===== src/rtl/synth_pkg.sv =====
// Shared types and constants for the tone synthesiser.
package synth_pkg;

  typedef enum logic [1:0] {IDLE, ATTACK, SUSTAIN, RELEASE} env_state_t;

  localparam int unsigned AMP_W     = 15;
  localparam int unsigned AMP_SUM_W = AMP_W + 1;
  localparam int unsigned SAMPLE_W  = 16;
  localparam int unsigned PHASE_W   = 32;

  localparam logic [AMP_W-1:0] AMP_MAX = 15'd32767;

  // Apply the square-wave sign to a non-negative amplitude.
  function automatic logic [SAMPLE_W-1:0] signed_amp(input logic neg,
                                                     input logic [AMP_W-1:0] amp);
    logic [SAMPLE_W-1:0] mag;
    mag = {1'b0, amp};
    return neg ? (~mag + SAMPLE_W'(1)) : mag;
  endfunction

endpackage


===== src/rtl/tone_synth_sample_tick.sv =====
// Sample-rate divider: one-cycle tick every clk_div_p clocks.
module sample_tick #(
  parameter int unsigned clk_div_p = 512
) (
  input  logic clk_i,
  input  logic reset_i,
  output logic tick_o
);

  localparam int unsigned CNT_W = (clk_div_p > 1) ? $clog2(clk_div_p) : 1;
  localparam logic [CNT_W-1:0] CNT_LAST = CNT_W'(clk_div_p - 1);

  logic [CNT_W-1:0] cnt_q, cnt_d;
  logic             tick_q, tick_d;

  // Next count; tick flop is high exactly while the count sits at its last value.
  always_comb begin
    cnt_d  = (cnt_q == CNT_LAST) ? '0 : cnt_q + CNT_W'(1);
    tick_d = (cnt_d == CNT_LAST);
  end

  // Counter and tick registers.
  always_ff @(posedge clk_i) begin
    if (reset_i) begin
      cnt_q  <= '0;
      tick_q <= 1'b0;
    end else begin
      cnt_q  <= cnt_d;
      tick_q <= tick_d;
    end
  end

  assign tick_o = tick_q;

endmodule


===== src/rtl/tone_synth.sv =====
// Square-wave tone synthesiser with linear attack/release envelope and
// a single-entry valid/ready sample output.
module tone_synth
  import synth_pkg::*;
#(
  parameter int unsigned clk_div_p  = 512,
  parameter int unsigned env_step_p = 1024
) (
  input  logic                clk_i,
  input  logic                reset_i,
  input  logic [PHASE_W-1:0]  fstep_i,
  output logic [SAMPLE_W-1:0] sample_o,
  output logic                valid_o,
  input  logic                ready_i,
  output logic                overrun_o,
  output logic                busy_o
);

  localparam logic [AMP_SUM_W-1:0] STEP = AMP_SUM_W'(env_step_p);

  logic tick;

  env_state_t          state_q, state_d;
  logic [PHASE_W-1:0]  phase_q, phase_d;
  logic [PHASE_W-1:0]  fstep_q, fstep_d;
  logic [AMP_W-1:0]    amp_q, amp_d;
  logic [SAMPLE_W-1:0] sample_q, sample_d;
  logic                valid_q, valid_d;
  logic                overrun_q, overrun_d;
  logic                busy_q, busy_d;

  logic [AMP_SUM_W-1:0] amp_sum;
  logic [AMP_W-1:0]     amp_up;
  logic [AMP_W-1:0]     amp_dn;

  sample_tick #(
    .clk_div_p(clk_div_p)
  ) u_tick (
    .clk_i  (clk_i),
    .reset_i(reset_i),
    .tick_o (tick)
  );

  // Saturating envelope steps.
  always_comb begin
    amp_sum = {1'b0, amp_q} + STEP;
    amp_up  = (amp_sum > {1'b0, AMP_MAX}) ? AMP_MAX : amp_sum[AMP_W-1:0];
    amp_dn  = ({1'b0, amp_q} <= STEP) ? '0 : AMP_W'({1'b0, amp_q} - STEP);
  end

  // Envelope FSM, phase accumulator, sample formation and output handshake.
  always_comb begin
    state_d   = state_q;
    phase_d   = phase_q;
    fstep_d   = fstep_q;
    amp_d     = amp_q;
    sample_d  = sample_q;
    valid_d   = valid_q;
    overrun_d = 1'b0;

    if (tick) begin
      phase_d = phase_q + fstep_q;
      case (state_q)
        IDLE: begin
          amp_d = '0;
          if (fstep_i != '0) begin
            fstep_d = fstep_i;
            phase_d = '0;
            state_d = ATTACK;
          end
        end
        ATTACK: begin
          if (fstep_i != fstep_q) begin
            state_d = RELEASE;
          end else begin
            amp_d = amp_up;
            if (amp_up == AMP_MAX) state_d = SUSTAIN;
          end
        end
        SUSTAIN: begin
          if (fstep_i != fstep_q) state_d = RELEASE;
        end
        RELEASE: begin
          amp_d = amp_dn;
          if (amp_dn == '0) begin
            if (fstep_i != '0) begin
              fstep_d = fstep_i;
              phase_d = '0;
              state_d = ATTACK;
            end else begin
              fstep_d = '0;
              state_d = IDLE;
            end
          end
        end
        default: state_d = IDLE;
      endcase

      // New sample always replaces the output register; flag a lost one.
      sample_d  = signed_amp(phase_d[PHASE_W-1], amp_d);
      valid_d   = 1'b1;
      overrun_d = valid_q & ~ready_i;
    end else if (valid_q && ready_i) begin
      valid_d = 1'b0;
    end

    busy_d = (state_d != IDLE);
  end

  // State and datapath registers.
  always_ff @(posedge clk_i) begin
    if (reset_i) begin
      state_q   <= IDLE;
      phase_q   <= '0;
      fstep_q   <= '0;
      amp_q     <= '0;
      sample_q  <= '0;
      valid_q   <= 1'b0;
      overrun_q <= 1'b0;
      busy_q    <= 1'b0;
    end else begin
      state_q   <= state_d;
      phase_q   <= phase_d;
      fstep_q   <= fstep_d;
      amp_q     <= amp_d;
      sample_q  <= sample_d;
      valid_q   <= valid_d;
      overrun_q <= overrun_d;
      busy_q    <= busy_d;
    end
  end

  assign sample_o  = sample_q;
  assign valid_o   = valid_q;
  assign overrun_o = overrun_q;
  assign busy_o    = busy_q;

endmodule


===== config.mk =====
export PLATFORM = sky130hd
export DESIGN_NAME = tone_synth
export DESIGN_NICKNAME = d
export VERILOG_FILES = /design/src/rtl/synth_pkg.sv /design/src/rtl/tone_synth_sample_tick.sv /design/src/rtl/tone_synth.sv
export SDC_FILE = /design/constraint.sdc
export NUM_CORES = 1
export LEC_CHECK = 0
export CAP_MARGIN = 10
export CORE_ASPECT_RATIO = 0.75
export CORE_MARGIN = 10
export CORE_UTILIZATION = 64
export DETAILED_ROUTE_END_ITERATION = 16
export GPL_ROUTABILITY_DRIVEN = 0
export HOLD_SLACK_MARGIN = 0.15
export PLACE_DENSITY = 0.88
export REMOVE_ABC_BUFFERS = 1
export SYNTH_ARGS = -nofsm -noshare
export SYNTH_HDL_FRONTEND = slang
export SYNTH_SLANG_ARGS = --single-unit

===== constraint.sdc =====
create_clock -name clk_i -period 7.7 [get_ports clk_i]
set_input_delay 1.54 -clock clk_i [delete_from_list [all_inputs] [get_ports clk_i]]
set_output_delay 1.54 -clock clk_i [all_outputs]
set_load 0.01 [all_outputs]

### Word level (Yosys, flattened, before mapping)

Index checks and enable logic that the tools add are counted.

| storage, ports and cells | value |
|---|---|
| input port bits | 35 |
| logic and storage cells | 64 |
| register bits after elaboration | 110 |
| output and inout bits | 19 |

| cells by class | value |
|---|---|
| magnitude comparators | 2 |
| mux-type cells | 25 |
| add/subtract/negate cells | 5 |
| bitwise gates (word level) | 4 |
| reductions and logical operators | 9 |
| equal/unequal tests | 9 |

Operators by type and width:

| kind | count |
|---|---|
| $mux W32 | 6 |
| $pmux W32 S2 | 2 |
| $mux W15 | 4 |
| $pmux W15 S3 | 1 |
| $add A32 B32 Y32 | 1 |
| $ne A32 B32 Y1 | 1 |
| $reduce_bool A32 Y1 | 1 |
| $eq A9 B9 Y1 const B | 2 |
| $add A15 B11 Y16 const B | 1 |
| $add A16 B1 Y16 const B | 1 |
| $gt A16 B15 Y1 const B | 1 |
| $mux W16 | 1 |
| $not A15 Y16 | 1 |
| $eq A15 B15 Y1 const B | 1 |
| $le A15 B11 Y1 const B | 1 |
| $logic_not A15 Y1 | 1 |
| $sub A15 B11 Y15 const B | 1 |
| $mux W2 | 6 |
| $add A9 B1 Y9 const B | 1 |
| $mux W9 | 1 |
| $pmux W2 S4 | 1 |
| $reduce_bool A2 Y1 | 3 |
| $eq A2 B2 Y1 const B | 2 |
| $ne A2 B2 Y1 const B | 2 |
| other kinds (8) | 11 |

### Depth between registers and ports, before layout

Gate-level depths: netlist (run 1).

| depth | value |
|---|---|
| word-level depth | 9 |
| mapped depth | 14 |
| gate-level depth less buffers | 13 |

### By module

A second synthesis (run 1) with hierarchy kept.

| second synthesis, totals | value |
|---|---|
| cells, all modules | 871 |
| area total of the unflattened synthesis | 7,230.7 µm² |

Modules (own cells, without submodules):

| module | sequential area each (µm²) | times used | cells each | area an instance (µm²) |
|---|---|---|---|---|
| tone_synth | 1,981.9 | 1 | 818 | 6,749.0 |
| sample_tick | 200.2 | 1 | 53 | 481.7 |

### Worst setup path after synthesis (run 1)

Ideal clock, no wire load.

| path | value |
|---|---|
| path type | in2reg |
| from | in fstep_i[31] |
| to | reg sample_q[12], in the netlist sample_o[12] |
| required time | 7.594 ns |
| path slack | 3.650 ns |
| data arrival time | 3.944 ns |
| setup time | 0.106 ns |
| path buffers | 1 |
| stages | 12 |
| path through | xnor2_1 nand4_1 nor4_1 nand2_1 nor3_1 buf_2 a21oi_1 ha_1 nand2_1 nor3_1 or4_1 o311ai_0 |

| between the ends | value |
|---|---|
| longest elaborated chain between the ends | 7 |
| elaborated cells between the ends (all ways) | 12 |
| those cells by class | add/sub (1); eq/ne (1); mux (8); bitwise (1); reduce/logical (1) |

RTL lines:

| item | line | text |
|---|---|---|
| start, declared | tone_synth.sv:11 | `input logic [PHASE_W-1:0] fstep_i,` |
| $ne A32 B32 Y1 | tone_synth.sv:73 | `if (fstep_i != fstep_q) begin` |
| $mux W15 | tone_synth.sv:73 |  |
| $pmux W15 S3 | tone_synth.sv:63 | `case (state_q)` |
| $mux W15 | tone_synth.sv:61 | `if (tick) begin` |
| $not A15 Y16 | synth_pkg.sv:18 | `return neg ? (~mag + SAMPLE_W'(1)) : mag;` |
| $add A16 B1 Y16 | synth_pkg.sv:18 |  |
| $mux W16 * | synth_pkg.sv:18 |  |
| end signal, assigned | tone_synth.sv:126 | `sample_q <= sample_d;` |
| end, declared | tone_synth.sv:27 | `logic [SAMPLE_W-1:0] sample_q, sample_d;` |

Every way passes the cells marked *; elsewhere a longest branch is shown, timed or not. The select of a mux whose other input is x is not followed.
A chain may end at the register's enable or synchronous reset.

### Final worst setup path (run 1)

| path | value |
|---|---|
| from | in fstep_i[3] |
| to | reg sample_q[10], in the netlist sample_o[10] |

Same word-level chain as after synthesis.

==> results of run 1 <==
[state kept, by name (all words and copies together), names as in the netlist]
name / count
amp_q: 15
phase_q: 32
overrun_o: 1
fstep_q: 32
u_tick.cnt_q: 9
sample_o: 15
state_q: 2
busy_o: 1
u_tick.tick_o: 1
valid_o: 1
[worst max-delay path, delay by kind of cell]
kind            cells  cell delay, ns
compound gates      2            0.34
xor+xnor            1            0.31
fa+ha+maj           1            0.30
buf+inv             2            0.69
simple gates        7            1.75
[through the flow]
step | power (uW) | hold slack [ns] | util | cells | cell area (um2)
finish | 1130 | 0.468 | 0.747 | 1014 | 7780
global route | 1160 | 0.495 | 0.747 | 1014 | 7780
CTS | 1140 | 0.470 | 0.747 | 1014 | 7780
detailed placement | 629 | 0.459 | 0.716 | 998 | 7450
global placement | 627 | 0.448 | 0.716 | 998 | 7450
floorplan | 592 | 0.430 | - | 804 | 6710
[worst paths after layout]
check,depth (start not counted),slack [ns],to,from
worst max-delay path,13,3.02,sample_o[10],fstep_i[3]
worst min-delay path,2,0.47,sample_o[15],sample_o[15]
worst max register to register,11,3.39,sample_o[4],fstep_q[2]
worst min register to register,2,0.47,sample_o[15],sample_o[15]
[cell families (layout without fill, tap and decap cells)]
family	count (synthesis)	after routing	share of synthesized area
AND/OR/NAND/NOR	322	322	0.224
AO/OA/AOI/OAI	203	203	0.197
flip-flops	109	109	0.316
buffers and inverters	67	94	0.0407
XOR/XNOR	64	64	0.0811
adder cells (fa/ha/maj)	44	44	0.0804
multiplexers	42	42	0.0615
[routing by layer]
layer	GRT usage	up-vias	share of wire
met2	0.413	378	0.46
met5	0	-	0
met4	0.0868	0	0.020
met1	0.310	3181	0.42
li1	-	3128	-
met3	0.0521	46	0.096
[cells in the final DEF, fill, tap and decap left out, drive strengths merged, types with 3 or more instances in the layout]
master and n:
o21a 11, clkdlybuf4s50 52, nor3 25, and3 8
nor2 106, o311ai 5, a311oi 8, xnor2 52
a211oi 11, a22oi 12, dfxtp 109, buf 6
mux2 4, a21oi 66, and2 8, ha 42
or3 5, xor2 12, clkbuf 10, nand2b 10
mux2i 38, a211o 6, a31oi 5, o21bai 4
inv 22, nand2 65, a21o 15, nand3 35
o21ai 26, o221ai 3, or4 4, nor4 19
a21boi 3, nor2b 6, nand4 24, o211ai 11
[area by class of cell]
| class | count | area [um2] | share of cell area |
|---|---|---|---|
| clock buffer | 10 | 239 | 0.0307 |
| clock inverter | 6 | 92.6 | 0.0119 |
| inverter | 20 | 75.1 | 0.00965 |
| multi-input combinational | 675 | 4450 | 0.573 |
| sequential | 109 | 2180 | 0.281 |
| tap | 136 | 170 | 0.0219 |
| timing repair buffer | 58 | 566 | 0.0727 |
[power by group through the flow]
| stage | sequential (uW) | combinational (uW) | clock, uW |
|---|---|---|---|
| floorplan | 579 | 12.8 | 0 |
| global placement | 579 | 48.5 | 0 |
| detailed placement | 579 | 49.5 | 0 |
| CTS | 566 | 50.0 | 522 |
| global route | 566 | 53.2 | 539 |
| finish | 566 | 50.8 | 517 |
==> metrics.txt, run 1 <==
layout cells sized above 1=0.0456; CTS Hold Bufs=0; Worst-path clk slew=about 0.07 ns; outcome=finished, final reports clean; Yosys Warn Count=0; Nets=around 950; Period minus WS final=between 4 and 5 ns; Pre-Repair DR Iteration Count=5; Worst Setup End Kind=register; Worst Tran Pin Value=between 1 and 1.5 ns; Synth top cells by count=dfxtp_1 (109), nor2_1 (105), a21oi_1 (65), nand2_1 (65), xnor2_1 (52); Clock Latency Late Sink=0.36 ns; Worst Skew=approximately 0.01 ns; Cells after Synth=between 800 and 900; leakage=0.00290 uW; Final Setup Violations=0; filler instances=between 700 and 800; routed len/inst=about 19 um; IO Count=between 50 and 60; FFs w/ async S/R, synth=0; vias=approximately 6700; Synth Area per Inst=8.12 um2; vias in the first global route=approximately 6500; max incr delay on CP=0.62 ns; Area Growth Syn to Fin=12.5%; Net Sw Frac=0.219; clock power share=0.456; post-synth top area share=0.316; register area share after synthesis=0.316; Site Rows=32; HP Class=register to register; WS Path Type=input port to register; I/O Buffers=53; diode count=0; Hold Vio Cnt, Final=0; CTS buffer count=9; CTS H-tree depth=3; gr usage total=0.246; EDFF count, synth=0; Setup WS pre-CTS=between 2 and 3 ns; first-pass GRT wire length=around 32 mm; final setup TNS=0 ns; maximum vdd drop=0.000122 V; Initial Utilization=0.664; unique cell type count in the Yosys netlist=67; fmax=214 MHz; critical path, cell by cell=clkdlybuf4s50_1 -> xnor2_1 -> nand4_1 -> nor4_1 -> nand2_1 -> nor3_1 -> buf_4 -> a21oi_1 -> ha_1 -> nand2_1 -> nor2_1 -> o211a_1 -> nor4_1; Seq cells post-synth=roughly 110; DRC=0; Initial DRC Count=around 910; fin crit share=0.608; antenna-violating nets left=0; CTS max path bufs=2; Slew Limit Fails=0; postcts setup bufs=0; final worst slack=just over 3 ns; DRT Wirelength=19.5 mm; max_cap viols=0; HPWL after DPL=between 10 and 15 mm; die width=140 um; largest cells by area after synthesis=dfxtp_1 (32%), ha_1 (7.6%), xnor2_1 (6.6%), nor2_1 (5.7%), mux2i_1 (5.5%); # resized after CTS=0; prevailing post-synth register cell=dfxtp_1; core area=between 10000 and 15000 um2; CP arrival=between 4 and 5 ns; Max Fanout on Critical Path=14; RSZ-0062 raised after global routing=false; Mapped Area=6910 um2; P_sw=~250 uW; grt ovf=0; Vias/cell=about 6.6; cell with the most instances after synthesis=dfxtp_1; clk root buf=clkbuf_16; CP Data Required Time=7.96 ns; relative slew slack=0.161; area leader, netlist=dfxtp_1; Int Power=roughly 890 uW; CTS tree=yes; Worst Setup Start Kind=input port; die area=~15000 um2; largest net degree at the start of global routing=57; Die Y=~110 um; pwr dens=around 150 nW/um2; sequential share of power=0.499; initial antenna violation count=0; Slowest-stage cell, CP=nor4_1; Logic pwr share=0.045; CTS sink cnt=109
(Power assumes the default switching activity.)
==> run 2: changes to the inputs <==
--- a/config.mk
+++ b/config.mk
@@ -8,11 +8,11 @@
 export CAP_MARGIN = 10
 export CORE_ASPECT_RATIO = 0.75
 export CORE_MARGIN = 10
-export CORE_UTILIZATION = 64
+export CORE_UTILIZATION = 54
 export DETAILED_ROUTE_END_ITERATION = 16
 export GPL_ROUTABILITY_DRIVEN = 0
 export HOLD_SLACK_MARGIN = 0.15
-export PLACE_DENSITY = 0.88
+export PLACE_DENSITY = 0.8
 export REMOVE_ABC_BUFFERS = 1
 export SYNTH_ARGS = -nofsm -noshare
 export SYNTH_HDL_FRONTEND = slang
==> constraint.sdc (replaced) <==
create_clock -name clk_i -period 3.9 [get_ports clk_i]
set_input_delay 0.78 -clock clk_i [delete_from_list [all_inputs] [get_ports clk_i]]
set_output_delay 0.78 -clock clk_i [all_outputs]
set_load 0.01 [all_outputs]
==> run 2 against run 1 <==
  * Sequential cell count unchanged
  * Sequential share of layout area decreased by 0.82 points
  * Count of clock-buffer cells in the layout increased by 1
  * Design area increased by 3.0%
  * Combinational power increased by 99%
  * Power increased by 97%
  * Critical path type unchanged
  * Largest cell class unchanged
  * Largest power group unchanged
==> metrics.txt, run 2 (synthesis results as in run 1) <==
Die Y=118 um; Slowest-stage cell, CP=nor4_1; IO Count=between 50 and 60; Worst-path clk slew=roughly 0.07 ns; filler instances=1080; fin crit share=0.974; R2R Path Start=fstep_q[2]; reg2reg setup slack=between 0.3 and 0.4 ns; commonest cells after routing, fill and taps aside=dfxtp_1 (108), nor2_1 (105), nand2_1 (65), a21oi_1 (65); Final Core Density=0.647; Hold Path Stages=2; outcome=finished, final reports clean; first-pass GRT wire length=just over 30 mm; RSZ-0062 raised after global routing=false; die width=151 um; CTS H-tree depth=3; # resized after CTS=0; CTS Hold Bufs=0; Hold Vio Cnt, Final=0; initial antenna violation count=0; critical path, cell by cell=clkdlybuf4s50_1 -> xnor2_1 -> nand4_1 -> nor4_1 -> buf_4 -> and2_1 -> a41oi_1 -> o22a_1 -> nor3_1 -> buf_4 -> nand4_1 -> a21o_1 -> a32o_1; max incr delay on CP=~0.53 ns; Worst Skew=0.00719 ns; gr usage total=0.208; max_cap viols=0; CP delay by family, top=simple AND/OR/NAND/NOR gates; WS Path Type=input port to register; maximum vdd drop=between 0.00015 and 0.0002 V; Nets=roughly 980; Pre-Repair DR Iteration Count=5; Initial Utilization=0.558; Worst Tran Pin Value=0.789 ns; met2 Track Usage GR=0.299; die area=about 18000 um2; Bufs and invs on worst path=3; Initial DRC Count=approximately 660; Reg-to-Reg End=sample_o[8]; Worst Setup End Kind=register; largest net degree at the start of global routing=55; clk root buf=clkbuf_16; flip-flop and latch area=approximately 2200 um2; diode count=0; vias=6547; Worst Setup Start Kind=input port; Vias/cell=between 6 and 7; top flop regs=fstep_q x32, phase_q x32; CP arrival=4.04 ns; layout cells sized above 1=0.0730; core area=about 12000 um2; CTS tree=yes; CTS sink cnt=roughly 110; relative slew slack=0.472; CP Data Required Time=around 4.1 ns; met1 Resource Use GR=0.308; Final Setup Violations=0; CTS max path bufs=2; antenna-violating nets left=0; HPWL after DPL=roughly 14 mm; I/O Buffers=53; HP Class=register to register; Max Fanout on Critical Path=5; CTS buffer count=9; postcts setup bufs=0; area of the multi-input gates=between 4000 and 5000 um2; Site Rows=35; leakage=around 0.003 uW; grt peak-use layer=met1; Clock Latency Late Sink=~0.36 ns; vias in the first global route=roughly 6000; Area Growth Syn to Fin=15.9%; grt ovf=0; R2R cell count=12; WHS Endpoint=phase_q[0]; fmax=roughly 260 MHz; worst hold slack=about 0.46 ns; most common cell after layout, fill and taps aside=dfxtp_1; Slew Limit Fails=0; hold path startpoint=phase_q[0]; pwr dens=279 nW/um2; DRT Wirelength=around 19 mm; routed len/inst=~17 um; DRC=0; Period minus WS final=roughly 3.8 ns; GR Layer Usage met3=0.0423
-- run 2: worst max-delay path by stage --
stage          depth (start not counted)  slack, ns        start            to
2_1_floorplan                          9      -1.25    amp_q[10]    fstep_q[0]
3_3_place_gp                          11      -0.10  fstep_i[25]  sample_o[13]
3_5_place_dp                          11      -0.07  fstep_i[25]  sample_o[13]
4_1_cts                               13       0.25  fstep_i[25]  sample_o[14]
5_1_grt                               14       0.02  fstep_i[22]  sample_o[14]
6_report                              13       0.10  fstep_i[25]  sample_o[14]
-- run 2: cell type report --
cell class | count | area share
tap | 166 | 0.0259
sequential | 109 | 0.272
timing repair buffer | 84 | 0.0949
clock buffer | 11 | 0.0315
multi-input combinational | 675 | 0.556
clock inverter | 5 | 0.0101
inverter | 20 | 0.00937
-- run 2: layer usage --
metal | up-vias | share of wire
met5 | - | 0
met4 | 0 | 0.012
met3 | 26 | 0.081
met2 | 267 | 0.43
met1 | 3063 | 0.48
li1 | 3191 | -
-- run 2: tightest hold or removal path, stage by stage (launching register included) --
cell     delay [ns]
dfxtp_1        0.31
nand2_1        0.06
a21oi_1        0.05
-- run 2: power breakdown --
group / switching, uW / internal (uW)
clock network: 421 / 599
logic: 53.4 / 47.8
registers: 2.78 / 1110
-- run 2: stage by stage --
| step | TNS [ns] | area [um2] | total power, uW | setup WS [ns] | std cells |
|---|---|---|---|---|---|
| floorplan | -40.02 | 6710 | 1170 | -1.25 | 804 |
| global placement | -0.495 | 7680 | 1240 | -0.102 | 1054 |
| detailed placement | -0.206 | 7680 | 1240 | -0.0711 | 1054 |
| CTS | 0 | 8020 | 2250 | 0.250 | 1070 |
| global route | 0 | 8020 | 2300 | 0.0155 | 1070 |
| finish | 0 | 8020 | 2240 | 0.101 | 1070 |
==> edit (settings of run 1) <==
Set the package constant `PHASE_W` to 64 (it was 32).
--- a/src/rtl/synth_pkg.sv
+++ b/src/rtl/synth_pkg.sv
@@ -8,3 +8,3 @@
   localparam int unsigned SAMPLE_W  = 16;
-  localparam int unsigned PHASE_W   = 32;
+  localparam int unsigned PHASE_W   = 64;
 
Interface: changed (resized fstep_i); port bits go from 54 to 86. The function was not compared with the original's and may differ.
==> edit against run 1 <==
- design area up 65%
- count of clock-buffer cells in the layout up 7
- power up 63%
- routed wire length up 76%
- sequential cell count up 64
- sequential power up 58%
- global-route usage up 3.1 points
- largest cell class unchanged
- worst setup slack worse by 860 ps
- area after synthesis up 65%
- largest power group unchanged
==> edit: results (changes against run 1) <==
status complete, no violations (unchanged); layout cells sized above 1 0.0501 (was 0.0456); Hold WS 470 ps (was 468 ps); Slew headroom 0.314 (was 0.161); fill count 1,311 (was 756); hold_sp phase_q[9]$_SDFFE_PP0P_ (was sample_o[15]$_SDFFE_PP0P_); DR vias/cell 6.50 (was 6.64); reg-to-reg slack, setup 3380 ps (was 3390 ps); CP max FO 8 (was 14); clock skew 11.6 ps (was 9.76 ps); Hold Path End phase_q[9]$_SDFFE_PP0P_ (was sample_o[15]$_SDFFE_PP0P_); worst r2r src fstep_q[16]$_SDFFE_PP0P_ (was fstep_q[2]$_SDFFE_PP0P_); DP Worst Slack 1860 ps (was 2790 ps); Routed WL 34.3 mm (was 19.5 mm); PortBufs 85 (was 53); XOR/XNOR share of the synthesized area 0.102 (was 0.0811); dpl cells 1,727 (was 998); Peak VDD IR 152 uV (was 122 uV); H-tree Lvls 4 (was 3); met2 GRT Util 0.404 (was 0.413); wire length per cell 19.5 microns (was 19.2 microns); Worst R2R Path Depth 15 (was 11); Mean Syn Cell Area 7.74 sq um (was 8.12 sq um); Synth Area in Adders 0.0817 (was 0.0804); CTS buffer count 17 (was 9); post-synth cell types 81 (was 67); fin nets 1,645 (was 951); dpl hpwl 25.1 mm (was 13.7 mm); number of global-route vias before repair 10,300 (was 6,510); most frequent cells after synthesis 230 x nand2_1, 191 x a21oi_1, 173 x dfxtp_1 (was 109 x dfxtp_1, 105 x nor2_1, 65 x a21oi_1, 65 x nand2_1, 52 x xnor2_1); GRT met3 Usage 0.0666 (was 0.0521); first-pass GRT wire length 53.7 mm (was 31.8 mm); M1 GR Usage 0.386 (was 0.310); P_leak 4.82 nW (was 2.90 nW); CP max-delay cell or3b_2 (was nor4_1); post-synthesis compound-gate area fraction 0.251 (was 0.197); Async S/R FF share, synth 0 (unchanged); initial DRC count 1,594 (was 908); Crit path arrival time 5910 ps (was 4940 ps); pin count of the biggest net entering global routing 68 (was 57); switching share of power 0.257 (was 0.219); Clock Latency Late Sink 450 ps (was 360 ps); overall routing resource usage 0.278 (was 0.246); share of the yosys chip area belonging to registers 0.303 (was 0.316); post-synthesis mux area share 0.00833 (was 0.0615); Largest regs fstep_q: 64 flops, phase_q: 64 flops (was fstep_q: 32 flops, phase_q: 32 flops); First-pass DRT Iterations 6 (was 5)
edit: metrics by stage:
stage / area (sq um) / utilization
3_5_place_dp: 12300 / 0.699
5_1_grt: 12900 / 0.731
4_1_cts: 12900 / 0.731
2_1_floorplan: 11100 / -
6_report: 12900 / 0.731
3_3_place_gp: 12300 / 0.699
edit: metal layers:
layer | up-vias | routed length (microns)
met5 | - | 0
met1 | 5272 | 14600
met4 | 0 | 1170
met3 | 99 | 4060
met2 | 727 | 14400
li1 | 5337 | -
edit: worst max path at each step:
| stage | slack, ps | to | from |
|---|---|---|---|
| after global routing | 1940 | sample_o[4]$_SDFFE_PP0P_ | fstep_i[16] |
| after CTS | 2330 | sample_o[4]$_SDFFE_PP0P_ | fstep_i[16] |
| after global placement | 1980 | sample_o[4]$_SDFFE_PP0P_ | fstep_i[16] |
| final | 2150 | sample_o[4]$_SDFFE_PP0P_ | fstep_i[16] |
| after floorplan | 3210 | fstep_q[0]$_SDFFE_PP0P_ | u_tick.tick_o$_SDFF_PP0_ |
| after detailed placement | 1860 | sample_o[4]$_SDFFE_PP0P_ | fstep_i[16] |
edit: power by group through the flow:
stage	clock network, mW	registers (mW)	logic [mW]
5_1_grt	0.886	0.896	0.103
6_report	0.849	0.896	0.0992
4_1_cts	0.850	0.896	0.0968
3_3_place_gp	0	0.917	0.0958
3_5_place_dp	0	0.917	0.0961
2_1_floorplan	0	0.917	0.0236
edit: cell type report:
cell class                 count  area (sq um)  share of cell area
timing repair buffer          92           901              0.0700
multi-input combinational   1179          7480               0.582
clock inverter                15           138              0.0107
tap                          242           303              0.0235
inverter                      41           154              0.0120
clock buffer                  17           425              0.0331
sequential                   173          3460               0.269
